<file path="config.mk">
export PLATFORM = sky130hd
export DESIGN_NAME = button_move_ctrl
export DESIGN_NICKNAME = d
export VERILOG_FILES = /design/src/rtl/button_move_ctrl.sv
export SDC_FILE = /design/constraint.sdc
export NUM_CORES = 1
export LEC_CHECK = 0
export ABC_AREA = 1
export CAP_MARGIN = 10
export CORE_UTILIZATION = 30
export DETAILED_ROUTE_END_ITERATION = 6
export SLEW_MARGIN = 30
export SYNTH_ARGS = -nofsm -noshare
export SYNTH_HDL_FRONTEND = slang
export SYNTH_SLANG_ARGS = --single-unit
</file>
<file path="constraint.sdc">
create_clock -name CLOCK_50 -period 1.85 [get_ports CLOCK_50]
set_input_delay 0.37 -clock CLOCK_50 [delete_from_list [all_inputs] [get_ports CLOCK_50]]
set_output_delay 0.37 -clock CLOCK_50 [all_outputs]
set_load 0.03 [all_outputs]
</file>
<file path="src/rtl/button_move_ctrl.sv">
// Button front end: per-button 2-FF sync and debounce, fixed-priority direction select,
// and a move strobe with auto-repeat while the latched button stays held.
module button_move_ctrl #(
  parameter int DEBOUNCE_CYCLES = 1_000_000,
  parameter int REPEAT_DELAY    = 25_000_000,
  parameter int REPEAT_RATE     = 5_000_000,
  parameter int CNT_W           = 25
) (
  input  logic       CLOCK_50,
  input  logic       reset,
  input  logic       up_but,
  input  logic       down_but,
  input  logic       left_but,
  input  logic       right_but,
  output logic       up_db,
  output logic       down_db,
  output logic       left_db,
  output logic       right_db,
  output logic       move_valid,
  output logic [1:0] move_dir,
  output logic       held
);

  localparam logic [CNT_W-1:0] DB_LAST  = CNT_W'(DEBOUNCE_CYCLES - 1);
  localparam logic [CNT_W-1:0] RD_LAST  = CNT_W'(REPEAT_DELAY - 1);
  localparam logic [CNT_W-1:0] RR_LAST  = CNT_W'(REPEAT_RATE - 1);

  typedef enum logic [1:0] {
    S_IDLE   = 2'd0,
    S_DELAY  = 2'd1,
    S_REPEAT = 2'd2
  } state_t;

  // Channel index: 0 up, 1 down, 2 left, 3 right (matches move_dir encoding).
  logic [3:0]       w_raw;
  logic [3:0]       r_sync1;
  logic [3:0]       r_sync2;
  logic [3:0]       r_stable;
  logic [CNT_W-1:0] r_db_cnt [4];

  state_t           r_state;
  logic [CNT_W-1:0] r_rep_cnt;
  logic [1:0]       r_dir;
  logic             r_move_valid;

  logic [1:0]       w_pri_dir;
  logic             w_any_pressed;
  logic             w_latched_released;

  assign w_raw = {right_but, left_but, down_but, up_but};

  always_ff @(posedge CLOCK_50 or negedge reset) begin
    if (!reset) begin
      r_sync1  <= 4'hF;
      r_sync2  <= 4'hF;
      r_stable <= 4'hF;
      for (int i = 0; i < 4; i++) r_db_cnt[i] <= '0;
    end else begin
      r_sync1 <= w_raw;
      r_sync2 <= r_sync1;
      for (int i = 0; i < 4; i++) begin
        if (r_sync2[i] == r_stable[i]) begin
          r_db_cnt[i] <= '0;
        end else if (r_db_cnt[i] == DB_LAST) begin
          r_stable[i] <= r_sync2[i];
          r_db_cnt[i] <= '0;
        end else begin
          r_db_cnt[i] <= r_db_cnt[i] + 1'b1;
        end
      end
    end
  end

  always_comb begin
    w_pri_dir = 2'd3;
    if (!r_stable[0])      w_pri_dir = 2'd0;
    else if (!r_stable[1]) w_pri_dir = 2'd1;
    else if (!r_stable[2]) w_pri_dir = 2'd2;
  end

  assign w_any_pressed      = ~&r_stable;
  assign w_latched_released = r_stable[r_dir];

  // Release is tested before the terminal count so a release never emits a pulse.
  always_ff @(posedge CLOCK_50 or negedge reset) begin
    if (!reset) begin
      r_state      <= S_IDLE;
      r_rep_cnt    <= '0;
      r_dir        <= 2'd0;
      r_move_valid <= 1'b0;
    end else begin
      r_move_valid <= 1'b0;
      case (r_state)
        S_IDLE: begin
          if (w_any_pressed) begin
            r_dir        <= w_pri_dir;
            r_move_valid <= 1'b1;
            r_rep_cnt    <= '0;
            r_state      <= S_DELAY;
          end
        end
        S_DELAY: begin
          if (w_latched_released) begin
            r_state <= S_IDLE;
          end else if (r_rep_cnt == RD_LAST) begin
            r_move_valid <= 1'b1;
            r_rep_cnt    <= '0;
            r_state      <= S_REPEAT;
          end else begin
            r_rep_cnt <= r_rep_cnt + 1'b1;
          end
        end
        S_REPEAT: begin
          if (w_latched_released) begin
            r_state <= S_IDLE;
          end else if (r_rep_cnt == RR_LAST) begin
            r_move_valid <= 1'b1;
            r_rep_cnt    <= '0;
          end else begin
            r_rep_cnt <= r_rep_cnt + 1'b1;
          end
        end
        default: r_state <= S_IDLE;
      endcase
    end
  end

  assign up_db      = r_stable[0];
  assign down_db    = r_stable[1];
  assign left_db    = r_stable[2];
  assign right_db   = r_stable[3];
  assign move_valid = r_move_valid;
  assign move_dir   = r_dir;
  assign held       = (r_state != S_IDLE);

endmodule

</file>
# == Word level (Yosys, flattened, before mapping) ==
# Cells that the tools add are included.
# word_totals
ff_bits,142
in_bits,6
output_inout_bits,8
word_cells,83
# classes
add_sub_neg,5
magnitude_cmp,1
n_eq_ne,17
mux,30
bitwise_logic,5
n_reduce_logical,11
# ops
op,count
25-bit 2-to-1 mux,13
"25-bit by 1-bit adder with 25-bit output, second input constant",5
"25-bit by 20-bit == test with 1-bit output, second input constant",4
25-bit case mux with 3 select lines,1
"25-bit by 23-bit == test with 1-bit output, second input constant",1
"25-bit == test, second input constant",1
2-bit 2-to-1 mux,6
2-bit AND reduction,5
"2-bit inequality test, second input constant",4
4-bit AND reduction,2
1-bit 2-to-1 mux,7
2-bit case mux with 3 select lines,1
1-bit inverter,5
1-bit == test,4
"2-bit by 3-bit < comparator with 1-bit output, second input constant",1
"3-bit inequality test, second input constant",1
1-bit case mux with 3 select lines,1
3-bit AND reduction,1
3-bit nonzero test,1
1-bit binary-select mux with 2-bit select,1
"2-bit by 1-bit == test with 1-bit output, second input constant",1
"2-bit == test, second input constant",1
2-bit zero test,1
2-bit nonzero test,1

# == Depth between registers and ports, before layout ==
# logic_depth
depth_word,4
depth_mapped,12
mapped_depth_nobuf,12

# == Worst setup path after synthesis ==
# OpenSTA, ideal clock, no wires.
# synth_timing
path_kind,register -> register
from,register r_state[0]
to,register r_rep_cnt[24]
setup_time_ps,119
arrival_time_ps,1669
t_required_ps,1731
path_slack_ps,62
path_stages_with_launch,11
n_path_buf,0
synth_period_minus_slack_ps,1788
cell_sequence,dfrtp_1 > inv_1 > ha_1 > inv_1 > nand2_1 > nand2_4 > nand3b_1 > nor2_1 > nand3_1 > nand2_1 > nor2_1
# synth_via
elab_chain_cells,3
word_cells_on_any_way,9
classes_between,5 x eq/ne; 1 x mux; 3 x reduce/logical
# synth_lines
element,line_no,source
from (decl),41,state_t r_state;
from (signal assigned),87,r_state <= S_IDLE;
from (signal assigned),99,r_state <= S_DELAY;
from (signal assigned),104,r_state <= S_IDLE;
2-bit by 1-bit == test with 1-bit output (tied with other cells),93,case (r_state)
2-bit inequality test (no line) / 3-bit nonzero test (equally long branches),-,
4-bit AND reduction (no line),-,
to (signal assigned),110,r_rep_cnt <= r_rep_cnt + 1'b1;
to (signal assigned),120,r_rep_cnt <= r_rep_cnt + 1'b1;
to (decl),42,logic [CNT_W-1:0] r_rep_cnt;
# Parallel ways exist; a longest one is shown, timed or not.
# A chain may end at the register's enable or synchronous reset.

# == Worst setup path after layout ==
# layout_timing
from,register r_state[0]
to,output port held
# layout_via
elab_chain_cells,1
# layout_lines
element,line_no,source
2-bit nonzero test,134,assign held = (r_state != S_IDLE);
to (decl),21,output logic held
# Every way passes these cells.

==> impl_metrics.tcl <==
set metrics [dict create \
    status "finished clean" \
    groute.usage.overall_pct 15.16 \
    report.final.hold_viol_count 0 \
    synth-main-ff-cell "dfrtp_1" \
    arrival_ns 1.41 \
    die_y_um 167.7 \
    ys_top_cells_by_area "dfrtp_1, nor2_1, nand2_1" \
    route.detailed.vias_per_inst 4.819 \
    layout_cells_sized_above_1_pct 12.21 \
    die_area_um2 28130 \
    register_area_share_after_synthesis_pct 43.32 \
    numCtsBuffers 17 \
    maxSlewHeadroom_pct 56.17 \
    cts_tree "done" \
    portBuffers 13 \
    ir_worst_vdd_uv 514.9 \
    io_pins 14 \
    drtPass1Iterations 7 \
    yosys_register_bits 142 \
    period_share_pct 95.95 \
    vias 7407 \
    synthesis.area_per_instance_um2 7.375 \
    via_count_of_the_first_global_routing_pass 7159 \
    grt_antenna_before_repair 0 \
    clk_latency_ns 0.43 \
    layout.filler_cells 2766 \
    period_needed_ns 1.775 \
    critPathMaxFanout 3 \
    final_cell_mix "nor2_1, nand2_1, dfrtp_1, inv_1, nand3_1" \
    wl_um 20150 \
    detailed_place_hpwl_um 14890 \
    syn-num-nets 1132 \
    cp_data_required_time_ns 1.48 \
    netlist-cell-type-count 40 \
    ffs_w_async_s_r_synth_pct 100.0 \
    synthDominantAreaCellType "dfrtp_1" \
    drc 0 \
    antennaDiodeCount 0 \
    grt-ovfl-total 0 \
    startpoint_type "flop" \
    final_common_cell "nor2_1" \
    timing.hold.worst.class "input pin to flop" \
    hold_slack_ns 0.3449 \
    finalSetupViolations 0 \
    cts_root_buf "clkbuf_16" \
    cts_buffer_depth 2 \
    synthesis.instances 1117 \
    drt.antenna.violating_nets 0 \
    endpoint_kind "output port" \
    gp_routability_congestion 0.8991 \
    synth_area_um2 8238 \
    floorplan.initialDensity_pct 30.57 \
    clock_sink_count 142 \
    grt_first_pass_wirelength_um 34440 \
    layout.core_utilization_pct 36.61 \
    core.rowCount 60 \
    slew_at_the_pin_with_the_worst_max_slew_slack_ns 0.6567 \
    synth_enable_flop_cells 0 \
    powerDensity_nw_per_um2 694.8 \
    yosysWarningCount 0 \
    max_capacitance_violation_count 0 \
    cts.htree.levels 4 \
    final_nets 1198 \
    post-synth-top-area-fraction_pct 39.49 \
    multiInputGateArea_um2 4233 \
    criticalPathCategory "flop to output port" \
    report.power.total_mw 6.855 \
    die_x_um 167.7 \
    clkTransAtPathRegs_ns 0.06 \
    timing_max_transition_violations_final 0 \
    drtIter0Drc 509 \
    wl_per_cell_um 13.11 \
    seq_area_um2 3568 \
    syn2layout_area_growth_pct 19.76 \
    grt_max_degree 54 \
    timing.clock.skew_ns 0.01055 \
    coreArea_um2 26950 \
    p_leak_nw 4.167 \
    maxClockFrequency_mhz 563.4 \
]
final cells by class:
| cell class | count | share of cell area (%) |
|---|---|---|
| Inverter | 130 | 5.022 |
| Timing Repair Buffer | 60 | 5.504 |
| Clock buffer | 18 | 4.451 |
| Clock inverter | 14 | 1.623 |
| Tap cell | 341 | 4.325 |
| Sequential cell | 142 | 36.17 |
| Multi-Input combinational cell | 832 | 42.90 |
flip-flops by register name, summed over array words and instances (netlist names):
register and flops:
r_sync1 4, r_db_cnt 100, r_state 2, r_stable 4, move_dir 2, r_sync2 4, r_rep_cnt 25, move_valid 1
per-stage QoR:
step	instances	TNS [ns]	area, um^2	setup WS, ns
floorplan	1117	0	8238	0.06233
global placement	1497	0	9080	0.06208
detailed placement	1497	0	9080	0.007565
CTS	1534	0	9719	0.003624
global route	1537	-0.00006595	9866	-0.00006595
finish	1537	0	9866	0.07498
critical path: stages (launching register included):
cell     delay, ns
dfrtp_1       0.39
inv_2         0.09
ha_4          0.15
inv_1         0.06
buf_4         0.16
buf_12        0.13
cell usage after synthesis (2+ instances only):
cell / instances
buf_4: 2
xor2_1: 47
nand2_4: 3
buf_6: 2
nand2_2: 6
o21ai_0: 20
nand2_1: 226
nor3b_1: 7
dfrtp_1: 130
clkbuf_1: 7
inv_1: 129
nor3_1: 58
nor2_1: 235
nor4_1: 12
nand3b_1: 8
or2_2: 5
nand3_1: 93
a21oi_1: 20
xnor2_1: 17
dfstp_2: 12
o21ai_1: 4
nand4_1: 39
nor2_2: 6
o211ai_1: 2
o21bai_1: 4
ha_1: 9
cells by family after synthesis:
group	synth area share, %
adders and majority gates	1.367
and+or+nand+nor	37.53
xor gates and xnor gates	6.804
DFF	43.32
AOI/OAI and AO/OA	4.132
buffers and inverters	6.850
layer usage:
metal	vias up	track usage (%)	share of wire (%)
li1	3733	-	-
met1	3464	20.10	48
met5	-	0	0
met3	33	3.238	4.3
met4	0	5.106	1.7
met2	177	24.44	46
timing repair:
item                       CTS  global route
cloned                       0             0
gates resized for setup      9            37
setup buffers                4             3
pin swaps                    0             5
hold endpoints to repair    43             0
hold buffers                 1             0
setup endpoints to repair    6            46
final timing paths:
check,start,to,slack [ns],depth (start not counted)
min,left_but,r_sync1[2]$_DFF_PN1_,0.34,1
min in group asynchronous,reset,r_db_cnt[13]$_DFF_PN0_,0.49,2
max in group asynchronous,reset,r_sync1[0]$_DFF_PN1_,0.77,3
max,r_state[0]$_DFFE_PN0P_,held,0.07,5
max reg2reg,r_stable[3]$_DFFE_PN1P_,move_valid$_DFF_PN0_,0.14,7
min reg2reg,r_sync1[0]$_DFF_PN1_,r_sync2[0]$_DFF_PN1_,0.36,0
power by group:
part | internal [mW] | switching [mW]
logic | 0.0656 | 0.136
registers | 3.14 | 0.0228
clock network | 2.05 | 1.44
total | 5.25 | 1.60
No activity file was read; power rests on OpenSTA's default activity.
